$ cat src/rtl/wb_regfile.sv
// Writeback stage register file: selects the writeback value, commits it
// to a 32x32 integer file, and serves bypassed read ports plus a debug port.
module wb_regfile #(
  parameter int XLEN = 32,
  parameter int NREG = 32,
  localparam int AW  = $clog2(NREG)
) (
  input  logic            CLK,
  input  logic            RESET,
  input  logic [3:0]      WB_control,
  input  logic [AW-1:0]   RegDst,
  input  logic [XLEN-1:0] ReadData,
  input  logic [XLEN-1:0] ALUResult,
  input  logic [XLEN-1:0] PC,
  input  logic [AW-1:0]   rs1_addr,
  input  logic [AW-1:0]   rs2_addr,
  output logic [XLEN-1:0] rs1_data,
  output logic [XLEN-1:0] rs2_data,
  output logic [XLEN-1:0] wb_data,
  output logic            wb_en,
  input  logic [AW-1:0]   dbg_addr,
  output logic [XLEN-1:0] dbg_data,
  output logic [31:0]     wb_count
);

  logic [XLEN-1:0] regs_q [NREG];
  logic [31:0]     cnt_q;
  logic [31:0]     cnt_d;
  logic [XLEN-1:0] wb_data_d;
  logic            reg_write;
  logic            mem_to_reg;
  logic [1:0]      reg_src;
  logic            wb_en_d;

  assign reg_write  = WB_control[3];
  assign mem_to_reg = WB_control[2];
  assign reg_src    = WB_control[1:0];

  // Writeback value select; load data overrides the RegSrc field.
  always_comb begin
    wb_data_d = ALUResult;
    unique case (1'b1)
      mem_to_reg:
        wb_data_d = ReadData;
      !mem_to_reg && reg_src == 2'b01:
        wb_data_d = PC + XLEN'(4);
      !mem_to_reg && reg_src == 2'b11:
        wb_data_d = PC;
      default:
        wb_data_d = ALUResult;
    endcase
  end

  assign wb_en_d  = reg_write && (RegDst != '0) && RESET;
  assign wb_data  = wb_data_d;
  assign wb_en    = wb_en_d;
  assign cnt_d    = wb_en_d ? cnt_q + 32'd1 : cnt_q;
  assign wb_count = cnt_q;

  // Register array commit; entry 0 is never written so it stays zero.
  always_ff @(posedge CLK or negedge RESET) begin
    if (!RESET) begin
      for (int i = 0; i < NREG; i++) begin
        regs_q[i] <= '0;
      end
    end else if (wb_en_d) begin
      regs_q[RegDst] <= wb_data_d;
    end
  end

  // Committed-write event counter, free-running wrap.
  always_ff @(posedge CLK or negedge RESET) begin
    if (!RESET) begin
      cnt_q <= '0;
    end else begin
      cnt_q <= cnt_d;
    end
  end

  // Read ports: zero in reset and for x0, bypass the in-flight write.
  always_comb begin
    rs1_data = '0;
    rs2_data = '0;
    dbg_data = '0;
    if (RESET) begin
      if (rs1_addr != '0) begin
        rs1_data = (wb_en_d && rs1_addr == RegDst)
                 ? wb_data_d : regs_q[rs1_addr];
      end
      if (rs2_addr != '0) begin
        rs2_data = (wb_en_d && rs2_addr == RegDst)
                 ? wb_data_d : regs_q[rs2_addr];
      end
      if (dbg_addr != '0) begin
        dbg_data = regs_q[dbg_addr];
      end
    end
  end

endmodule
$ cat config.mk
export PLATFORM = sky130hd
export DESIGN_NAME = wb_regfile
export DESIGN_NICKNAME = d
export VERILOG_FILES = /design/src/rtl/wb_regfile.sv
export SDC_FILE = /design/constraint.sdc
export NUM_CORES = 2
export LEC_CHECK = 0
export ABC_AREA = 0
export CAP_MARGIN = 20
export CORE_MARGIN = 1
export CORE_UTILIZATION = 45
export DETAILED_ROUTE_END_ITERATION = 6
export PLACE_DENSITY_LB_ADDON = 0.1
export SETUP_SLACK_MARGIN = 0.4
export SLEW_MARGIN = 20
export SYNTH_ARGS = -nofsm -noshare
export SYNTH_HDL_FRONTEND = slang
export SYNTH_SLANG_ARGS = --single-unit
$ cat constraint.sdc
create_clock -name CLK -period 5.1 [get_ports CLK]
set_input_delay 1.275 -clock CLK [delete_from_list [all_inputs] [get_ports CLK]]
set_output_delay 1.275 -clock CLK [all_outputs]
set_load 0.05 [all_outputs]
==> run metrics <==
Iteration-0 DRC Markers=5533; Avg Cell Area, Syn=11.1 um^2; fin crit period=4.73 ns; DR vias/cell=6.52; # IOs=283; CTS tree=yes; Crit path largest cell delay=0.53 ns; FF+latch count, synth=1056; CP Launch Type=input port; Peak Freq=0.212 GHz; die extent in y=379 um; pin count of the biggest net entering global routing=108; vias in the first global route=51100; Post-Syn Instances=5783; pwr dens=337 mW/mm^2; Critical Path AT=3.45 ns; Final Skew=0.00564 ns; area fraction in compound gates after synthesis=13.4%; Hold Violations, Final=0; CP max stage cell=mux4_2; Longest Clk Path Bufs=3; unrepaired setup endpoints after global routing=true; top cells by count, synth=nand2_1 (1118), dfrtp_1 (1056), o21ai_0 (1011); kind of end point of the critical path=output pin; Seq/Total Area, Yosys=41.4%; ant diodes=0; Critical Setup Path Class=in -> out; Yosys warnings=0; Chip Width=379 um; Top delay family on crit path=multiplexers; Pre-antenna DRT Iters=6; Worst slew margin=22.1%; GRT Util Overall=34.6%; clock-pin slew on the worst setup and hold paths=0.06 ns; Post-synth EDFFs=0; synth top area cells=dfrtp_1 (41%), mux4_2 (26%), o21ai_0 (7.9%); Fillers=12100; clk root buf=clkbuf_16; mux cell area share after synthesis=30.8%; global-route wire length before repair=361 mm; CTS Sinks=1056; Worst Hold Class=in -> async; Required @ worst endpoint=3.83 ns; Final GP Congestion=0.885; Pins Over Slew Limit=0; post-route ant nets=0; Num CTS Buffers=118; final setup fails=0; area grow syn2layout=21.4%; Leakage=0.0327 uW; ys flop type=dfrtp_1; Multi-input gate area=0.0359 mm^2; asr flop ratio synth=100%; H-tree Lvls=3; row cnt=137; DRC viols=0; DP Cell Count=7697; post-synthesis xor/xnor area fraction=0.863%; Non-Filler Instances=7981; adder-cell area share of the yosys netlist=0.0392%; Yosys top cell area share=41.4%; die area=0.144 mm^2; Via Count=52000; Slew @ Worst Pin=1.17 ns; share of cells above drive strength 1=29.8%; PortBufs=282; Core ar.=0.140 mm^2; Final period util=92.7%; Post-Syn Nets=5907; Reg area=0.0264 mm^2; initial antenna violation count=5; critical-path maximum fanout=7; Setup Total Neg Slack=0 ns; most common cell in the netlist=nand2_1; Initial Util=45.6%; DR WL/cell=30.9 um; maxcap violations=0; crit path cell chain=buf_16 -> buf_16 -> buf_12 -> mux4_2 -> mux4_2 -> o211ai_1 -> buf_4 -> o21ai_4 -> buf_12; crit path buf inv count=5; worst skew pair latency=0.74 ns; Post-Syn Area=0.0639 mm^2; final hold slack=0.411 ns; nets=6133; area leader, netlist=dfrtp_1; status=complete, no violations; Worst VDD drop=0.319 mV; main combinational cell family by area after synthesis=multiplexers; DP HPWL=154 mm; DRT Wirelength=247 mm; post-synthesis simple-gate area fraction=9.09%; grt ovf=0; post-synth cell types=68
==> flip-flops by register name, summed over array words and instances, names as in the netlist <==
signal,count
regs_q,1024
wb_count,32
==> per-stage QoR <==
step           total power [uW]  cell area [um^2]  util [%]  setup slack [ns]
2_1_floorplan             14300             64200         -             0.113
4_1_cts                   26100             76800      54.8             0.342
3_5_place_dp              16600             71600      51.0            -0.145
3_3_place_gp              16400             71600      51.0            -0.113
6_report                  26200             77600      55.3             0.373
5_1_grt                   27200             77600      55.3             0.354
==> final cells by class <==
| type | count | share of cell area, % |
|---|---|---|
| Multi-Input combinational cell | 4043 | 46.3 |
| Sequential cell | 1056 | 34.1 |
| Timing Repair Buffer | 742 | 11.0 |
| Inverter | 48 | 0.242 |
| Clock inverter | 48 | 0.964 |
| Clock buffer | 168 | 4.49 |
| Tap cell | 1876 | 3.02 |
==> power breakdown <==
group	leakage [uW]	internal [uW]	switching [uW]
logic	0.0165	3000	3200
clock network	0.00209	5680	3750
registers	0.0142	9460	1100
total	0.0327	18100	8050
==> metal layers <==
layer	share of wire (%)	vias to the layer above	global-route usage (%)	routed length, um
met5	0.013	-	0	31
met4	4.4	4	13.8	10800
met3	9.2	543	6.39	22800
met2	46	2744	54.2	114000
met1	40	26600	47.7	98600
li1	-	22100	-	-
==> layout by cell type (no fill, tap or decap), types with 20 or more instances in the layout <==
cell type,instances
a21oi_1,89
a221oi_1,72
a221oi_2,28
a22oi_1,55
buf_12,134
buf_16,24
buf_4,388
buf_6,40
clkbuf_1,20
clkbuf_16,130
clkbuf_8,27
clkdlybuf4s50_1,104
clkinv_2,22
dfrtp_1,1056
inv_1,43
mux2_2,33
mux2i_1,238
mux4_2,751
nand2_1,1086
nand2_4,29
nand3_1,76
nor2_1,120
o211ai_1,45
o21ai_0,935
o21ai_1,138
o21ai_2,36
o22ai_2,26
xnor2_1,41
xor2_1,21
==> path summary, 6_finish.rpt <==
path | start | to | slack (ns) | depth (start not counted)
max | rs1_addr[0] | rs1_data[8] | 0.37 | 9
min | RESET | regs_q[542] | 0.41 | 1
max reg2reg | wb_count[2] | wb_count[31] | 2.64 | 6
min reg2reg | regs_q[1013] | regs_q[1013] | 0.42 | 0
max in group asynchronous | RESET | regs_q[307] | 2.85 | 4
min in group CLK | regs_q[1013] | regs_q[1013] | 0.42 | 0
==> kinds of logic (layout without fill, tap and decap cells) <==
| logic type | Yosys count | count (layout) |
|---|---|---|
| buffers and inverters | 684 | 1006 |
| XOR/XNOR | 63 | 63 |
| flip-flops | 1056 | 1056 |
| multiplexers | 1025 | 1025 |
| AO/OA/AOI/OAI | 1522 | 1522 |
| adder cells (fa/ha/maj) | 2 | 2 |
| AND/OR/NAND/NOR | 1431 | 1431 |
==> timing repair <==
action	in CTS	in global routing
hold endpoints to repair	0	0
hold buffers	0	0
setup buffers	23	27
gates cloned	10	8
pin swaps	30	23
resized for setup	150	107
endpoints found under the setup margin	119	62
(Power assumes the default switching activity.)
